### src/rtl/control_sequencer.sv
// Hardwired control sequencer for the fetch/decode/execute cycle: Moore outputs decoded from state and latched opcode.
// Define MEM_WAIT_EN to stall memory-access states (T1, ld T6, st T7) until mem_ready.
module control_sequencer (
  input  logic        clk,
  input  logic        clr,
  input  logic [31:0] ir,
  input  logic        con_ff,
  input  logic        mem_ready,
  output logic        gra,
  output logic        grb,
  output logic        grc,
  output logic        r_in,
  output logic        r_out,
  output logic        ba_out,
  output logic        pc_out,
  output logic        pc_in,
  output logic        inc_pc,
  output logic        mar_in,
  output logic        mdr_in,
  output logic        mdr_out,
  output logic        ir_in,
  output logic        y_in,
  output logic        z_in,
  output logic        z_lo_out,
  output logic        c_out,
  output logic        con_in,
  output logic        read,
  output logic        write,
  output logic [4:0]  alu_op,
  output logic        run
);

  typedef enum logic [3:0] {
    S_T0, S_T1, S_T2, S_T3, S_T4, S_T5, S_T6, S_T7, S_HALT
  } state_t;

  typedef enum logic [2:0] {
    C_NONE, C_LD, C_LDI, C_ST, C_RALU, C_IALU, C_BR, C_HALT
  } cls_t;

  localparam logic [4:0] ALU_ADD = 5'b00011;

  function automatic cls_t classify(input logic [4:0] op);
    cls_t c;
    c = C_NONE;
    if (op == 5'b00000)                        c = C_LD;
    else if (op == 5'b00001)                   c = C_LDI;
    else if (op == 5'b00010)                   c = C_ST;
    else if (op >= 5'b00011 && op <= 5'b01011) c = C_RALU;
    else if (op >= 5'b01100 && op <= 5'b01110) c = C_IALU;
    else if (op == 5'b10010)                   c = C_BR;
    else if (op == 5'b11010)                   c = C_HALT;
    return c;
  endfunction

  state_t     state, state_next;
  logic [4:0] op_q;
  logic [4:0] op;
  cls_t       cls;
  logic       mem_hold;

`ifdef MEM_WAIT_EN
  assign mem_hold = !mem_ready;
  logic unused_bits;
  assign unused_bits = &{1'b0, ir[26:0]};
`else
  assign mem_hold = 1'b0;
  logic unused_bits;
  assign unused_bits = &{1'b0, ir[26:0], mem_ready};
`endif

  // NOTE: sequential state uses non-blocking assignments so every flop samples pre-edge values.
  always_ff @(posedge clk) begin
    if (clr) state <= S_T0;
    else     state <= state_next;
  end

  // NOTE: op_q is a pure data holding register; it is always written in T3 before use, so it needs no reset.
  always_ff @(posedge clk) begin
    if (state == S_T3) op_q <= ir[31:27];
  end

  // In T3 the IR has just been loaded, so decode straight from it; later steps use the captured copy.
  assign op  = (state == S_T3) ? ir[31:27] : op_q;
  assign cls = classify(op);

  always_comb begin
    state_next = S_T0;
    unique case (state)
      S_T0: state_next = S_T1;
      S_T1: state_next = mem_hold ? S_T1 : S_T2;
      S_T2: state_next = S_T3;
      S_T3: begin
        if (cls == C_HALT)      state_next = S_HALT;
        else if (cls == C_NONE) state_next = S_T0;
        else                    state_next = S_T4;
      end
      S_T4: state_next = S_T5;
      S_T5: state_next = (cls == C_LD || cls == C_ST || cls == C_BR) ? S_T6 : S_T0;
      S_T6: begin
        if (cls == C_LD)      state_next = mem_hold ? S_T6 : S_T7;
        else if (cls == C_ST) state_next = S_T7;
        else                  state_next = S_T0;
      end
      S_T7:   state_next = (cls == C_ST && mem_hold) ? S_T7 : S_T0;
      S_HALT: state_next = S_HALT;
      default: state_next = S_T0;
    endcase
  end

  // NOTE: every output gets a default before the case so no path leaves one unassigned (no latches).
  always_comb begin
    gra = 1'b0; grb = 1'b0; grc = 1'b0;
    r_in = 1'b0; r_out = 1'b0; ba_out = 1'b0;
    pc_out = 1'b0; pc_in = 1'b0; inc_pc = 1'b0;
    mar_in = 1'b0; mdr_in = 1'b0; mdr_out = 1'b0; ir_in = 1'b0;
    y_in = 1'b0; z_in = 1'b0; z_lo_out = 1'b0; c_out = 1'b0;
    con_in = 1'b0; read = 1'b0; write = 1'b0;
    alu_op = 5'b00000;
    run = 1'b1;
    if (!clr) begin
      unique case (state)
        S_T0: begin pc_out = 1'b1; mar_in = 1'b1; inc_pc = 1'b1; z_in = 1'b1; end
        S_T1: begin z_lo_out = 1'b1; pc_in = 1'b1; read = 1'b1; mdr_in = 1'b1; end
        S_T2: begin mdr_out = 1'b1; ir_in = 1'b1; end
        S_T3: begin
          unique case (cls)
            C_LD, C_LDI, C_ST: begin grb = 1'b1; ba_out = 1'b1; y_in = 1'b1; end
            C_RALU, C_IALU:    begin grb = 1'b1; r_out = 1'b1; y_in = 1'b1; end
            C_BR:              begin gra = 1'b1; r_out = 1'b1; con_in = 1'b1; end
            default: ;
          endcase
        end
        S_T4: begin
          unique case (cls)
            C_RALU:            begin grc = 1'b1; r_out = 1'b1; z_in = 1'b1; alu_op = op; end
            C_IALU:            begin c_out = 1'b1; z_in = 1'b1; alu_op = op; end
            C_LD, C_LDI, C_ST: begin c_out = 1'b1; z_in = 1'b1; alu_op = ALU_ADD; end
            C_BR:              begin pc_out = 1'b1; y_in = 1'b1; end
            default: ;
          endcase
        end
        S_T5: begin
          unique case (cls)
            C_RALU, C_IALU, C_LDI: begin z_lo_out = 1'b1; gra = 1'b1; r_in = 1'b1; end
            C_LD, C_ST:            begin z_lo_out = 1'b1; mar_in = 1'b1; end
            C_BR:                  begin c_out = 1'b1; z_in = 1'b1; alu_op = ALU_ADD; end
            default: ;
          endcase
        end
        S_T6: begin
          unique case (cls)
            C_LD: begin read = 1'b1; mdr_in = 1'b1; end
            C_ST: begin gra = 1'b1; r_out = 1'b1; mdr_in = 1'b1; end
            C_BR: begin z_lo_out = 1'b1; pc_in = con_ff; end
            default: ;
          endcase
        end
        S_T7: begin
          unique case (cls)
            C_LD: begin mdr_out = 1'b1; gra = 1'b1; r_in = 1'b1; end
            C_ST: write = 1'b1;
            default: ;
          endcase
        end
        S_HALT: run = 1'b0;
        default: ;
      endcase
    end
  end

endmodule

### config.mk
export PLATFORM = sky130hd
export DESIGN_NAME = control_sequencer
export DESIGN_NICKNAME = d
export VERILOG_FILES = /design/src/rtl/control_sequencer.sv
export SDC_FILE = /design/constraint.sdc
export NUM_CORES = 1
export LEC_CHECK = 0
export CAP_MARGIN = 20
export CORE_UTILIZATION = 39
export CTS_BUF_LIST = sky130_fd_sc_hd__clkbuf_16
export DETAILED_ROUTE_END_ITERATION = 8
export DONT_BUFFER_PORTS = 1
export PLACE_DENSITY = 0.64
export SLEW_MARGIN = 20
export SYNTH_ARGS = -nofsm -noshare
export SYNTH_HDL_FRONTEND = slang
export SYNTH_SLANG_ARGS = --single-unit
### constraint.sdc
create_clock -name clk -period 3.8 [get_ports clk]
set_clock_uncertainty 0.2 [all_clocks]
set_input_delay 1.14 -clock clk [delete_from_list [all_inputs] [get_ports clk]]
set_output_delay 1.14 -clock clk [all_outputs]
set_load 0.05 [all_outputs]
Yosys cells after proc, flatten, opt, wreduce, memory -nomap -nowiden. Cells that the tools add are included.

Add/subtract/negate cells: 0. Bitwise logic cells: 0. Order comparisons: 4. Div/mod/pow operators: 0. Shift operators: 0. Eq/ne operators: 19. Reduce and logical (&&, ||, !) cells: 14. Multiplexer cells: 71. Multipliers: 0.

Operator list (count): $mux W1 (40); $mux W3 (11); $pmux W4 S8 (1); $pmux W5 S2 (2); $pmux W1 S2 (9); $eq A4 B3 Y1 const B (4); $eq A3 B3 Y1 const B (4); $eq A5 B5 Y1 const B (2); $le A5 B4 Y1 const B (2); $mux W5 (2); $pmux W1 S3 (3); $reduce_or A3 Y1 (3); $eq A4 B2 Y1 const B (2); $eq A3 B2 Y1 const B (2); $eq A5 B1 Y1 const B (1); $eq A5 B2 Y1 const B (1); $ge A5 B2 Y1 const B (1); $ge A5 B4 Y1 const B (1); $logic_not A5 Y1 (1); $reduce_or A5 Y1 (1); $eq A4 B1 Y1 const B (1); $eq A4 B4 Y1 const B (1); $logic_not A4 Y1 (1); $mux W4 (1); 8 further kinds (11).

Bits in latches: 0. Flip-flop bits (word level): 9. Input port bits: 36. Bits in read-only memories: 0. Memories: 0. Word-level logic and storage cells: 110. RAM bits: 0.

Longest topological paths before layout. Gate-level depths: netlist (run 1).

Depth after elaboration: 15. Mapped depth: 7.

Worst setup path after synthesis (run 1). No wires, ideal clock.

Path kind: input to output. From: input ir[29]. To: output mar_in. Stages on the path: 6. Slack: -0.840 ns. Path buffers: 1. Data arrival time: 3.300 ns. Path through: clkbuf_1 -> nor2_4 -> nand2_1 -> o32ai_1 -> nand2_1 -> a211oi_1.

Word-level cells in the longest chain between the ends: 14. Elaborated cells on any way between the ends: 25. Those cells by class: 4 x order compare; 6 x eq/ne; 11 x mux; 4 x reduce/logical.

RTL lines: start, declared (RTL line 6) `input logic [31:0] ir,`; $mux W5 (*); branches (longest 7 deep; another with $ge A5 B4 Y1); $mux W3 (*) (RTL line 46) `if (op == 5'b00000) c = C_LD;`; $eq A3 B1 Y1 / $eq A3 B2 Y1 (equally long branches) (RTL line 144) `unique case (cls)`; $reduce_or A2 Y1 (no line) (*); $mux W1 (*) (RTL line 144); $pmux W1 S2 (*) (RTL line 122) `unique case (state)`; $mux W1 (*) (RTL line 121) `if (!clr) begin`; end, declared (RTL line 18) `output logic mar_in,`.

Every way passes the cells marked *.

Worst setup path after layout (run 1). Same ends and word-level chain as after synthesis.

==> metrics.cfg, run 1 <==
[run_status]
status=complete, but fails checks
violations=DRC

[pwr]
power_switching_uw=261
pwr-share-seq_pct=27.4
leakagePower_nw=0.666
p_per_area_nw_per_um2=350
p_clk_share_pct=29.8
ir_drop_mv=0.345
swShare_pct=41.8
comb_power_share_pct=42.8
p_int_uw=364

[layout]
mostFrequentLayoutCells=25 x nand2_1, 25 x buf_4, 15 x nor2_1
final_nets=247
n_antenna_cell=0
final.fill_count=243
synthToLayoutAreaGrowth_pct=49.6
drive_gt1_share_pct=31.9
final_area_um2=1790

[grt]
grt_pass1_vias=1380
grt_pass1_wl_um=6730
antenna_found_initial=0
use_met1_pct=35.1
grt_start_max_net_pins=23
globalRouteOverflowTotal=0
grt_use_met3_pct=7.48
grtUsageTotal_pct=26.1
met2_usage_pct=40.2
busiest_layer=met2

[placement]
dp_hpwl_um=3050
place_worst_setup_slack_ps=14.2
dpl_cell_area_um2=1680
io_buffers=0
place.gp.congestion=0.878

[clocking]
cts_buffers=3
htreeDepth=1
clk_pin_slew_ps=40
insertion_delay_ps=240
cts_setup_buffers=0
cts-root-buf=clkbuf_16
hold_buffers=0
cts_sinks=9
cts_buffer_depth=2
tritoncts=built

[timing]
tns_ps=0
post-route-period-util_pct=97.1
max_freq_ghz=0.271
rsz0062_at_grt=no
hold_violations=0
final-max-slew-violation-count=0
holdWs_ps=413
final-setup-viol-count=0
layout_setup_ws_ps=112
fin_crit_ps=3690

[setup_path]
critPathRequiredTime_ps=2460
worst-path-max-fanout=8
crit_path_start_kind=primary input
cp_common_cell=nand2_1
cp-end-kind=output port
reg2regPathDepth=5
max_stage_delay_ps=240
critPathKind=primary input to output port
path_cells=nor2_4 -> nand2_1 -> o32ai_2 -> buf_4 -> nand2_1 -> a211oi_2 -> buf_6
cp.arrival_ps=2350
cp_slowest_cell=o32ai_2

[route]
remaining_drc_errors=2
firstDrtPassIters=9
wl_per_cell_um=16.8
viasPerCell=6.40
route.vias.total=1542
ant_nets=0
wirelength_um=4060
drtIter0Drc=131

[floorplan]
die_y_um=57.4
rows=19
fp.dieW_um=57.4
core_um2=2830
ios=62
start_util_pct=42.3
die-area_um2=3290

[logic_synthesis]
synthCells=189
synth-seq-cells=9
yosysWarnings=0
postSynthAreaPerCell_um2=6.33
synth_area_um2=1200
synthesis.nets=225
ys_async_sr_fraction_pct=0
yosysUniqueCellTypes=50
seq_area_frac_synth_pct=15.1
synth_edf_count=0
synth-main-ff-cell=dfxtp_1

[flow_run]
cap_violations=0

[hold_path]
hold_depth=2
min_path_type=flop to flop

==> routing by layer <==
metal,vias up,wire length [um]
li1,733,-
met1,738,1710
met2,65,2000
met3,6,314
met4,0,34
met5,-,0
==> cell usage after synthesis (3+ instances only) <==
master	n	area, um2
or2_2	3	18.8
inv_1	5	18.8
o21ai_0	10	50.1
and3_1	4	25.0
nor2b_1	5	31.3
clkbuf_1	14	52.6
nor3_1	12	60.1
a21oi_1	17	85.1
a211oi_1	3	22.5
dfxtp_1	9	180
buf_2	3	15.0
nand3_1	7	35.0
nor2_1	18	67.6
nand2_1	25	93.8
nor4_1	3	18.8
nand2b_1	6	37.5
nand4_1	3	18.8
==> flip-flops by register name (all words and copies together), names as in the netlist <==
register,count
op_q,5
state,4
==> per-stage QoR <==
stage / instances / utilization [%] / power [mW]
finish: 241 / 63.2 / 0.626
global route: 241 / 63.2 / 0.662
CTS: 241 / 62.3 / 0.612
detailed placement: 237 / 59.5 / 0.422
global placement: 237 / 59.5 / 0.416
floorplan: 189 / - / 0.353
==> cells by family after synthesis <==
| kind of cell | after synthesis | share of synthesized area, % |
|---|---|---|
| and+or+nand+nor | 101 | 45.1 |
| AOI/OAI and AO/OA | 50 | 26.8 |
| buffers and inverters | 25 | 9.20 |
| DFF | 9 | 15.1 |
| muxes | 3 | 3.56 |
| other | 1 | 0.314 |
==> worst paths after layout <==
kind	slack, ps	from	end
max	110	ir[29]	mar_in
min	410	op_q[0]	op_q[0]
max reg2reg	1480	state[3]	state[2]
min reg2reg	410	op_q[0]	op_q[0]
==> area by class of cell <==
type                            instances  area, um2  area share, %
Sequential cell                         9        180           10.1
Clock inverter                          1       3.75          0.210
Tap cell                               31       38.8           2.17
Timing Repair Buffer                   37        419           23.4
Clock buffer                            3       75.1           4.20
Inverter                                5       18.8           1.05
Multi-Input combinational cell        155       1050           58.9
==> power by group through the flow <==
stage / Clock [mW] / Combinational (mW) / Sequential [mW]
2_1_floorplan: 0 / 0.223 / 0.130
3_3_place_gp: 0 / 0.250 / 0.165
3_5_place_dp: 0 / 0.255 / 0.167
4_1_cts: 0.189 / 0.256 / 0.166
5_1_grt: 0.196 / 0.290 / 0.176
6_report: 0.186 / 0.268 / 0.172
==> worst max-delay path: cells and delay by family <==
kind	cells	cell delay, ps
buf+inv	2	370
compound gates	2	480
simple gates	3	360
==> repair_timing <==
item,in CTS,in global routing
resized for setup,1,5
pin swaps,0,1
setup endpoints to repair,1,10
Power figures use the tool's default switching activity.
==> inputs of run 2 (changes only) <==
Settings changed: ABC_AREA from default to 1, CELL_PAD_IN_SITES_DETAIL_PLACEMENT from default to 1, CELL_PAD_IN_SITES_GLOBAL_PLACEMENT from default to 1, PLACE_DENSITY 0.64 to 0.87, REMOVE_ABC_BUFFERS from default to 1.
==> run 2 against run 1 <==
  * The run now ends clean
  * Global-route usage up 4.6 points
  * Critical path type unchanged
  * Register-to-register slack better by 20 ps
  * Die area down 8.7%
  * Synthesized area down 9.0%
  * Synthesized cell count down 7.4%
  * Highest routed layer unchanged
  * Final area down 17%
  * Utilization down 5.5 points
  * First-iteration DRC count down 66%
  * Largest cell class unchanged
  * Clock-buffer cell count unchanged
  * Clock power up 8%
==> metrics.cfg, run 2 <==
[run_status]
status=complete, no violations

[clocking]
cts_buffers=3
cts_sinks=9
htreeDepth=1
cts_buffer_depth=2
clk_pin_slew_ps=50
insertion_delay_ps=240
cts-root-buf=clkbuf_16
tritoncts=built

[timing]
layout_setup_ws_ps=0.966
max_freq_ghz=0.263
slew_headroom_pct=59.2
worst_pin_slew_ps=611
hold_violations=0
rsz0062_at_grt=yes
holdWs_ps=303
final-max-slew-violation-count=0
fin_crit_ps=3800
final-setup-viol-count=0
post-route-period-util_pct=100
tns_ps=0

[pwr]
power_uw=1000
p_per_area_nw_per_um2=674
swShare_pct=54.5
pwr-share-seq_pct=15.0
comb_power_share_pct=65.0
p_int_uw=454
leakagePower_nw=0.750
p_clk_share_pct=20.0
ir_drop_mv=0.494
power_switching_uw=545

[layout]
regArea_um2=180
largest_register_ffs=5
drive_gt1_share_pct=40.3
fin_cells=231
regMostFlops=op_q
final_nets=238
final_core_util_pct=57.7
multi_input_area_um2=831
layout_commonest_cell=nand2_1
mostFrequentLayoutCells=26 x nand2_1, 24 x nor2_1, 23 x inv_1
final_area_um2=1480
synthToLayoutAreaGrowth_pct=36.2
final.fill_count=341
top_regs=op_q: 5 flops, state: 4 flops
n_antenna_cell=0

[logic_synthesis]
synth_edf_count=0
postSynthAreaPerCell_um2=6.22
synth_common_cells=37 x nand2_1, 26 x nor2_1, 24 x inv_1
yosys.area.top_type=dfxtp_1
synth-main-ff-cell=dfxtp_1
netlist.area_leader.share_pct=16.6
yosysWarnings=0
synth_area_um2=1090
yosysUniqueCellTypes=29
ys_async_sr_fraction_pct=0
synth-seq-cells=9
seq_area_frac_synth_pct=16.6
synth_most_common_cell=nand2_1
synth.area.top_cells=dfxtp_1 17%, nand2_1 13%, nand2_4 10%
synthCells=175

[floorplan]
die-area_um2=3010
die_y_um=54.8
fp.dieW_um=54.8
rows=18
core_um2=2570
start_util_pct=42.4
ios=62

[route]
route.vias.total=1318
firstDrtPassIters=4
viasPerCell=5.71
drtIter0Drc=44
wirelength_um=4480
remaining_drc_errors=0
wl_per_cell_um=19.4
ant_nets=0

[grt]
grtUsageTotal_pct=30.7
grt_start_max_net_pins=17
antenna_found_initial=0
grt_pass1_vias=1309
grt_pass1_wl_um=6260
globalRouteOverflowTotal=0

[setup_path]
cp_common_cell=nand2_2
worst-path-max-fanout=5
critical-path-top-delay-family=simple AND/OR/NAND/NOR gates
worst-r2r-setup-slack_ps=1500
critPathRequiredTime_ps=2460
cp-end-kind=output port
critPathKind=primary input to output port
path_buf_inv=2
path_cells=nand3b_1 -> nand2_2 -> nor2_4 -> nand3_2 -> inv_2 -> nand2_1 -> o21ai_2 -> nand2_2 -> nor2_2 -> buf_6
max_stage_delay_ps=180
cp.arrival_ps=2460
cp_slowest_cell=nor2_4
crit_path_start_kind=primary input

[placement]
place_worst_setup_slack_ps=35.2
io_buffers=0
place.gp.congestion=0.894
dpl_cell_area_um2=1330
dp_hpwl_um=2840
dp.cells=225

[hold_path]
min_path_type=flop to flop

[flow_run]
cap_violations=0

## run 2: repair_timing
item | in CTS | in global routing
endpoints found under the setup margin | 1 | 8
pin swaps | 1 | 6
gates resized for setup | 2 | 20
hold buffers | 0 | 0
setup buffers | 0 | 2
## run 2: power by group through the flow
stage	clock [mW]	combinational, mW	sequential [mW]
4_1_cts	0.197	0.591	0.148
2_1_floorplan	0	0.457	0.144
3_3_place_gp	0	0.541	0.145
6_report	0.200	0.650	0.150
5_1_grt	0.204	0.683	0.152
3_5_place_dp	0	0.567	0.150
## run 2: worst paths after layout
| kind | startpoint | end | cells past startpoint |
|---|---|---|---|
| setup / recovery | ir[28] | alu_op[0] | 10 |
| hold / removal | op_q[2] | op_q[2] | 2 |
| setup reg to reg | state[1] | state[2] | 12 |
| hold reg to reg | op_q[2] | op_q[2] | 2 |
## run 2: tightest hold or removal path, cell delays in order, from the launching register on
cell and delay [ps]:
dfxtp_1 310, nand2_1 70, nand2_1 70
## run 2: cell type report
cell class | count | share of cell area [%]
Clock buffer | 3 | 5.06
Clock inverter | 1 | 0.253
Multi-Input combinational cell | 134 | 56.0
Tap cell | 30 | 2.53
Sequential cell | 9 | 12.2
Inverter | 29 | 8.02
Timing Repair Buffer | 25 | 15.9
## run 2: routing by layer
layer  vias to the layer above  wire length (um)  GRT usage (%)  part of all wire [%]
li1                        596                 -              -                     -
met1                       640              1780           35.1                    40
met2                        65              2300           54.2                    51
met3                        17               239           3.89                   5.3
met4                         0               155           16.2                   3.5
met5                         -                 0              0                     0
## run 2: cell families (layout without fill, tap and decap cells)
kind of cell           Yosys count  count (layout)  synth area share (%)
DFF                              9               9                  16.6
other                            1               1                 0.344
buffers and inverters           32              58                  12.3
and+or+nand+nor                115             115                  61.6
AOI/OAI and AO/OA               18              18                  9.20
==> RTL edit (settings of run 2) <==
The option `MEM_WAIT_EN` is turned on by a define.
--- a/src/rtl/control_sequencer.sv
+++ b/src/rtl/control_sequencer.sv
@@ -1,5 +1,7 @@
 // Hardwired control sequencer for the fetch/decode/execute cycle: Moore outputs decoded from state and latched opcode.
 // Define MEM_WAIT_EN to stall memory-access states (T1, ld T6, st T7) until mem_ready.
+`define MEM_WAIT_EN
+
 module control_sequencer (
   input  logic        clk,
   input  logic        clr,
Behaviour: not the same (a bounded check fails within 4 cycles, from zero or initial values).
==> RTL edit against run 2 <==
- the run now ends with design-rule violations, negative setup slack left
- synthesized cell count is 8.0% higher
- routed wire length is 3.1% higher
- sequential cell count stayed put
- clock power is 5% lower
- synthesized area is 7.4% higher
- cell count is 9.5% higher
- via count is 5.6% higher
- total power is 4.0% higher
- setup slack worse by 0.011 ns
- utilization is 0.68 points higher
- sequential power is 3% lower
- final area is 11% higher
- largest cell class unchanged
==> RTL edit: results (changes against run 2) <==
Worst setup path
The launch instance of the worst register-to-register path is state[0] (was state[1]). The depth of the most critical reg-to-reg path is 14 (was 12). The cell type of the slowest stage on the worst timing path is buf_6 (was nor2_4). The startpoint of the worst setup timing path is ir[29] (was ir[28]). The setup slack on the worst flop-to-flop path is 1.45 ns (was 1.50 ns). The end of the critical path is alu_op[1] (was alu_op[0]).

The end of the worst register-to-register path was state[1] (was state[2]).

STA
The setup slack after layout is -0.00997 ns (was 0.000966 ns). The smallest hold slack is 0.335 ns (was 0.303 ns). The total setup violations reported at the end of the flow is 3 (was 0). The setup TNS after final layout is -0.0274 ns (was 0 ns). The worst slew slack as a fraction of its limit is 0.602 (was 0.592).

Routing
The post-route DRC violation count came to 3 (was 0). The per-cell via count in the routed design came to 5.50 (was 5.71). The total detailed-routing wirelength came to 4630 microns (was 4480 microns). The count of TritonRoute iterations in the first routing pass is 6 (was 4).

The initial detailed-routing violation count is 29 (was 44).

Synth
Most frequent cells after synthesis: nand2_1, inv_1, nor2_1 (was nand2_1, nor2_1, inv_1). The count of mapped cells out of synthesis is 189 (was 175). Cells taking the most area after synthesis: dfxtp_1, nand2_1, nand2_4 (unchanged). The area fraction in compound gates after synthesis is 0.105 (was 0.0920). The sequential element share of the synthesized area came to 0.154 (was 0.166). The number of library cell types mapped by synthesis is 33 (was 29). The fraction of synthesized area in multiplexers is 0 (unchanged).

GRT
The pin count of the biggest net entering global routing is 15 (was 17). The total routing usage reported by global routing is 0.288 (was 0.307). The number of global-route vias before repair was 1495 (was 1309).

Placement
The HPWL after detailed placement is 3430 microns (was 2840 microns). The standard cell area after detailed placement is 1490 sq um (was 1330 sq um). The setup slack at placement is -0.0358 ns (was 0.0352 ns). The number of input and output port buffers inserted is 0 (unchanged). The number of placed cells counting well taps is 244 (was 225).

The final estimated routing congestion in global placement is 0.964 (was 0.894).

Outcome
The checks that failed: design-rule violations, negative setup slack. Outcome: complete, but fails checks (was completed).

Power
The switching power summed over all nets is 0.540 mW (was 0.545 mW). The internal power was 0.500 mW (was 0.454 mW). The static leakage power was 0.836 nW (was 0.750 nW). The largest voltage drop on the vdd net was 0.339 mV (was 0.494 mV). The combinational gate power is 0.704 mW (was 0.650 mW). The clock network fraction of total power is 0.182 (was 0.200).

Cells and area
The non-filler instance count after layout is 253 (was 231). The net count of the finished layout is 259 (was 238). The relative area change from synthesis to final layout is 40.3% (was 36.2%). The filler cell count in the final layout came to 383 (was 341). The number of antenna diodes came to 0 (unchanged). The fraction of final layout cells sized beyond drive strength 1 was 0.360 (was 0.403).

Min path
The worst hold endpoint was op_q[2] (unchanged). The classification of the worst-slack hold path is reg -> reg (unchanged).

Floorplan
The area of the die was 3220 sq um (was 3010 sq um).

Clock network
The count of hold buffers inserted by post-cts repair came to 0 (unchanged).
-- RTL edit: layout make-up --
cell class,instances,area share
Clock inverter,1,0.00229
Inverter,35,0.0824
Clock buffer,3,0.0458
Timing Repair Buffer,32,0.212
Sequential cell,9,0.110
Multi-Input combinational cell,142,0.524
Tap cell,31,0.0237
-- RTL edit: logic make-up (layout without fill, tap and decap cells) --
| logic type | Yosys count | in the layout |
|---|---|---|
| simple gates | 122 | 122 |
| buf+inv | 38 | 71 |
| compound gates | 19 | 19 |
| other cells | 1 | 1 |
| flops | 9 | 9 |
-- RTL edit: layer usage --
metal	wire length, microns	vias up	global-route usage
met5	0	-	0
met4	138	0	0.125
met3	166	15	0.0599
met2	2510	34	0.544
met1	1810	686	0.303
li1	-	657	-
-- RTL edit: timing repair --
| item | 4_1_cts | 5_1_grt |
|---|---|---|
| endpoints found under the setup margin | 1 | 8 |
| buffers inserted | 1 | 4 |
| pin swaps | 3 | 8 |
| hold endpoints to repair | 0 | 0 |
| resized for setup | 1 | 10 |
